<file path="config.mk">
export PLATFORM = sky130hd
export DESIGN_NAME = adder_tree
export DESIGN_NICKNAME = d
export VERILOG_FILES = /design/src/rtl/adder_tree.sv
export SDC_FILE = /design/constraint.sdc
export NUM_CORES = 1
export LEC_CHECK = 0
export ABC_CLOCK_PERIOD_IN_PS = 2700
export CAP_MARGIN = 20
export CELL_PAD_IN_SITES_DETAIL_PLACEMENT = 1
export CELL_PAD_IN_SITES_GLOBAL_PLACEMENT = 1
export CORE_MARGIN = 8
export CORE_UTILIZATION = 44
export DETAILED_ROUTE_END_ITERATION = 16
export PLACE_DENSITY = 0.88
export SLEW_MARGIN = 10
export SYNTH_ARGS = -nofsm -noshare
export SYNTH_HDL_FRONTEND = slang
export SYNTH_SLANG_ARGS = --single-unit
</file>
<file path="constraint.sdc">
create_clock -name clk -period 2.7 [get_ports clk]
set_input_delay 0.405 -clock clk [delete_from_list [all_inputs] [get_ports clk]]
set_output_delay 0.405 -clock clk [all_outputs]
set_load 0.03 [all_outputs]
</file>
<file path="src/rtl/adder_tree.sv">
// Pipelined signed reduction adder tree, one vector per cycle.
// Define ADDER_TREE_SAT_EN to saturate (instead of wrap) when OWIDTH < SW.
module adder_tree #(
  parameter int NINPUTS = 27,
  parameter int IWIDTH  = 8,
  parameter int OWIDTH  = 18
) (
  input  logic                     clk,
  input  logic                     rst_n,
  input  logic                     in_valid,
  input  logic signed [IWIDTH-1:0] d [NINPUTS],
  output logic                     out_valid,
  output logic signed [OWIDTH-1:0] q
);

  localparam int LEVELS = (NINPUTS > 1) ? $clog2(NINPUTS) : 1;
  localparam int SW = (NINPUTS > 1) ? IWIDTH + $clog2(NINPUTS) : IWIDTH;

  function automatic int cnt(input int l);
    int n;
    n = NINPUTS;
    for (int i = 0; i < l; i++) n = (n + 1) / 2;
    return n;
  endfunction

  logic [LEVELS-1:0] vpipe;
  logic signed [SW-1:0] fin;
  logic signed [OWIDTH-1:0] res;

  genvar l, k;
  for (l = 0; l < LEVELS; l++) begin : g_lvl
    localparam int NI = cnt(l);
    localparam int NO = cnt(l + 1);
    logic signed [SW-1:0] t [NI];
    logic signed [SW-1:0] s [NO];
    logic signed [SW-1:0] o [NO];

    if (l == 0) begin : g_src
      for (k = 0; k < NI; k++) begin : g_ext
        assign t[k] = SW'(d[k]);
      end
    end else begin : g_src
      assign t = g_lvl[l-1].o;
    end

    for (k = 0; k < NO; k++) begin : g_sum
      if (2 * k + 1 < NI) begin : g_pair
        assign s[k] = t[2*k] + t[2*k+1];
      end else begin : g_odd
        assign s[k] = t[2*k];
      end
    end

    // the last level's sum feeds the q register directly
    if (l == LEVELS - 1) begin : g_last
      assign o = s;
    end else begin : g_reg
      always_ff @(posedge clk or negedge rst_n) begin
        if (!rst_n) begin
          for (int i = 0; i < NO; i++) o[i] <= '0;
        end else begin
          o <= s;
        end
      end
    end
  end

  assign fin = g_lvl[LEVELS-1].o[0];

  if (OWIDTH >= SW) begin : g_wide
    assign res = OWIDTH'(fin);
  end else begin : g_narrow
`ifdef ADDER_TREE_SAT_EN
    localparam logic signed [SW-1:0] MAXV =
      {{(SW-OWIDTH+1){1'b0}}, {(OWIDTH-1){1'b1}}};
    localparam logic signed [SW-1:0] MINV =
      {{(SW-OWIDTH+1){1'b1}}, {(OWIDTH-1){1'b0}}};
    always_comb begin
      res = fin[OWIDTH-1:0];
      if (fin > MAXV) res = MAXV[OWIDTH-1:0];
      else if (fin < MINV) res = MINV[OWIDTH-1:0];
    end
`else
    assign res = fin[OWIDTH-1:0];
`endif
  end

  always_ff @(posedge clk or negedge rst_n) begin
    if (!rst_n) begin
      q     <= '0;
      vpipe <= '0;
    end else begin
      q     <= res;
      vpipe <= LEVELS'({vpipe, in_valid});
    end
  end

  assign out_valid = vpipe[LEVELS-1];

endmodule

</file>
* Word level (Yosys, flattened, before mapping) *
Index checks and enable logic that the tools add are counted.

operators by class
  shifts and indexed selects = 0
  reductions and logical operators = 0
  order comparisons = 0
  muxes and demuxes = 0
  bitwise operators = 0
  multiply operators = 0
  divide/modulo/power cells = 0
  equal/unequal tests = 0
  $add $sub $neg = 26

operator list
  operator          number
  $add A8 B8 Y9     13
  $add A9 B9 Y10    6
  $add A10 B10 Y11  3
  $add A12 B12 Y13  1
  $add A11 B10 Y12  1
  $add A11 B11 Y12  1
  $add A9 B8 Y10    1

storage, ports and cells
  word-level logic and storage cells = 55
  output and inout port bits = 19
  bits in registers = 280
  input bits = 219
  memory bits (writable) = 0
  bits in latches = 0
  memories = 0
  memory bits (read-only) = 0

* Longest topological paths before layout *
  depth in word-level cells = 1
  depth in mapped cells = 8
  depth with buffers taken out = 8

* Least setup slack after synthesis *
No wires, ideal clock.

  path type = reg2reg
  start point = register g_lvl[3].o[0] (netlist bit)
  end point = register q[10]
  required time = 2.620 ns
  slack = 0.794 ns
  period minus slack after synthesis = 1.906 ns
  path buffers = 0
  cell stages (with the launch flop) = 8
  data arrival time = 1.826 ns
  setup time = 0.080 ns
  path through = dfrtp_1 > ha_1 > fa_1 > a21oi_1 > o211ai_1 > a41o_1 > a21oi_1 > xnor2_1

on the way
  word-level cells in the longest chain between the ends = 1

ends and longest elaborated chain
  what                    RTL line  RTL
  start, declared         36        logic signed [SW-1:0] o [NO];
  start signal, assigned  62        o <= s;
  $add A12 B12 Y13        48        assign s[k] = t[2*k] + t[2*k+1];
  net fin[10]             27        logic signed [SW-1:0] fin;
  end signal, assigned    93        q <= res;
  end, declared           13        output logic signed [OWIDTH-1:0] q

The timed path passes the listed nets, and every way through them passes these cells.

* Worst setup path after layout *
Same ends and word-level chain as after synthesis.

==> results.md <==
- Clk_lat worst skew: approximately 550 ps
- GRT busiest layer: met2
- Die Ht: approximately 210 um
- Reg2reg path depth: 7
- I/O pins: approximately 240
- Worst-margin pin slew: between 600 and 700 ps
- Syn_area_per_cell: 11.2 um^2
- Clk slew on worst S/H paths: about 60 ps
- Hold Crit Class: in -> reg
- Required time worst endpoint: between 3000 and 4000 ps
- Max cap viols: 0
- CTS tree: built
- H-tree levels: 1
- Ys flop type: dfrtp_1
- DIE WIDTH: about 210 um
- DR vias: roughly 12000
- Final WS setup: around 540 ps
- Kind of critical path: reg -> reg
- Port Buffer Count: between 200 and 250
- Outcome: finished clean
- RSZ-0062 raised after global routing: false
- Initial antenna violation count: 0
- CP arrival: ~2600 ps
- Most Frequent Cell on Critical Path: a21oi_1
- Hpwl dp: roughly 32 mm
- Nets: between 2000 and 2500
- CTS max path bufs: 3
- Wire length per cell: between 15 and 20 um
- Met1 usage: 0.214
- DRT iter0 DRCs: approximately 350
- Hold wc startpoint: d[7]
- CP Max Fanout: 3
- Setup Skew: between 20 and 25 ps
- Minimum clock period: 2160 ps
- Global-route wire length before repair: about 66 mm
- Sequence of cells on the critical path: ha_1 -> fa_1 -> a21oi_1 -> o211ai_1 -> a41o_1 -> a21oi_1 -> xnor2_1
- Final setup violation count: 0
- Period utilization: 0.801
- Vias in the first global route: 13488
- Post-synth EDFFs: 0
- Flop2flop setup slack: approximately 540 ps
- Largest family of logic cells by synthesized area: adder cells
- Worst slack at placement: between 100 and 150 ps
- Worst Setup Start Kind: register
- Largest net degree at the start of global routing: 82
- Worst slew margin: 0.581
- Global route overflow: 0
- Hold Path End: g_lvl[0].o[7]$_DFF_PN0_
- Post-synthesis cell count: 1428
- CP peak stage delay: 420 ps
- Vias/cell: 5.38
- Power Density: about 1100 mW/mm^2
- DRC Markers: 0
- Setup TNS: 0 ps
- GR Util met2: 0.367
- FF+latch count, synth: 280
- Ratio of cells with drive above 1 in the final layout: 0.0355
- Mapped cell area: around 0.016 mm^2
- Reg-to-reg startpoint: g_lvl[3].o[0]$_DFF_PN0_
- Clock root buffer: clkbuf_16
- Final Hold Viols: 0
- Core area: 0.0363 mm^2
- Seq/Total Area, Yosys: 0.437
- GPL Wtd Cong: around 0.84
- Pre-Repair DR Iteration Count: 4
- Synth Area in Compound Gates: 0.173
- Diodes inserted: 0
- Yosys warnings: 0
- Clock sinks: 280
- Max-slew violations: 0
- Post-synth ARST share: 1.00
- Post-synthesis mux area share: 0.000625
- Die ar.: approximately 0.043 mm^2
- Total CTS buffers: 29
- Gr usage total: 0.188
- Leakage power total: about 0.009 uW
- Post-DRT Antenna Nets: 0
- Rows: 70
- Netlist cell types: 53
- Starting density of the core: 0.442
- Met3 GRT Util: 0.0247
- Slowest CP cell: fa_1
- Syn nets: 1904
- P&R area growth vs syn: 25.0%
- Final Util: 0.552
- Post-Synth Simple-Gate Area: 0.0600
- Max Freq: 0.462 GHz
- WHS Path Cells: 1
- Post-Synth XOR/XNOR Area: 0.0935
- Critical Path End Type: register
- Maximum vdd ir drop: roughly 0.00060 V
- Routed WL: ~40 mm
- Post-Synth Adder-Cell Area: 0.213
- Reg2reg end: q[10]$_DFF_PN0_
==> per-stage QoR <==
| step | area, um^2 | cells | hold slack (ps) | total power, uW |
|---|---|---|---|---|
| 2_1_floorplan | 16000 | 1428 | 109 | 14000 |
| 3_3_place_gp | 19000 | 2132 | 335 | 16300 |
| 3_5_place_dp | 19000 | 2132 | 336 | 17000 |
| 4_1_cts | 20000 | 2186 | 286 | 21300 |
| 5_1_grt | 20000 | 2186 | 293 | 22700 |
| 6_report | 20000 | 2186 | 307 | 21100 |
==> where the power goes <==
part,internal [uW],switching (uW),total [uW]
Sequential,5770,677,6440
Clock,2470,1620,4100
Combinational,4760,5810,10600
Total,13000,8110,21100
==> worst max-delay path: cells and delay by family (launching register included) <==
kind / cells / cell delay [ps]
DFF: 1 / 370
xor gates and xnor gates: 1 / 150
AOI/OAI and AO/OA: 4 / 910
adders and majority gates: 2 / 660
==> logic make-up after synthesis <==
kind of cell             count (synthesis)
AO/OA/AOI/OAI                          428
XOR/XNOR                               171
adder cells (fa/ha/maj)                257
buffers and inverters                   91
flip-flops                             280
multiplexers                             1
AND/OR/NAND/NOR                        200
==> routing by layer <==
layer,wire (um),share of wire,vias up
met3,1270,0.032,61
met2,21900,0.55,176
li1,-,-,5662
met1,16200,0.40,5868
met5,0,0,-
met4,870,0.022,0
==> what timing repair did <==
action                    CTS  global route
hold endpoints to repair   76             0
buffers inserted            0             0
hold buffers                1             0
gates resized for setup     0             0
==> sequential cells by signal, summed over array words and instances (netlist names) <==
signal,count
vpipe,5
q,13
g_lvl.o,262
==> cell type report <==
| cell class | count | area (um^2) |
|---|---|---|
| clock buffers | 42 | 855 |
| clock inverters | 11 | 139 |
| fillers | 3862 | 16200 |
| inverters | 85 | 319 |
| multi-input cells | 1057 | 8660 |
| flip-flops and latches | 280 | 7010 |
| well taps | 468 | 586 |
| repair buffers | 243 | 2460 |
==> synth_stat cells, types with 5 or more instances <==
cell | number | area (um^2)
dfrtp_1 | 280 | 7010
ha_1 | 231 | 2890
xnor2_1 | 126 | 1100
a21oi_1 | 110 | 551
inv_1 | 84 | 315
nor2_1 | 73 | 274
o21ai_1 | 60 | 300
a21o_1 | 47 | 353
xor2_1 | 45 | 394
o21bai_1 | 44 | 330
a211oi_1 | 34 | 255
o21ai_0 | 32 | 160
nand2_1 | 28 | 105
fa_1 | 26 | 521
nand3_1 | 25 | 125
o21a_1 | 21 | 158
nor3_1 | 18 | 90.1
a21boi_1 | 15 | 113
a31oi_1 | 14 | 87.6
o211ai_1 | 13 | 97.6
nand2b_1 | 12 | 75.1
nor2b_1 | 12 | 75.1
o2111ai_1 | 9 | 78.8
and3_1 | 8 | 50.1
nor3b_1 | 6 | 45.0
o41ai_1 | 6 | 52.6
buf_4 | 5 | 37.5
nand4_1 | 5 | 31.3
==> cells in the final DEF (no fill, tap or decap), types with 5 or more instances in the layout <==
master / instances
nand4_1: 5
clkbuf_8: 8
a31oi_1: 14
o21bai_1: 44
a211oi_1: 34
clkdlybuf4s50_1: 236
clkinv_2: 5
and3_1: 8
o21ai_0: 32
o211ai_1: 13
o2111ai_1: 9
nor3b_1: 6
nand2_1: 28
a21oi_1: 110
xnor2_1: 126
clkbuf_1: 5
xor2_1: 45
nand2b_1: 12
dfrtp_1: 280
o21ai_1: 60
o41ai_1: 6
nand3_1: 25
clkbuf_16: 29
a21boi_1: 15
ha_1: 231
inv_1: 84
nor2_1: 73
nor3_1: 18
o21a_1: 21
fa_1: 26
nor2b_1: 12
a21o_1: 47
==> worst max path at each step <==
stage                     cells after the start                         to  slack, ps                    start
after floorplan                               7            q[10]$_DFF_PN0_        790  g_lvl[3].o[0]$_DFF_PN0_
after global placement                        8  g_lvl[0].o[162]$_DFF_PN0_        260                   d[184]
after global routing                          7            q[10]$_DFF_PN0_        430  g_lvl[3].o[0]$_DFF_PN0_
after detailed placement                      8  g_lvl[0].o[175]$_DFF_PN0_        130                   d[208]
after CTS                                     7            q[10]$_DFF_PN0_        540  g_lvl[3].o[0]$_DFF_PN0_
final                                         7            q[10]$_DFF_PN0_        540  g_lvl[3].o[0]$_DFF_PN0_
Power figures use the tool's default switching activity.
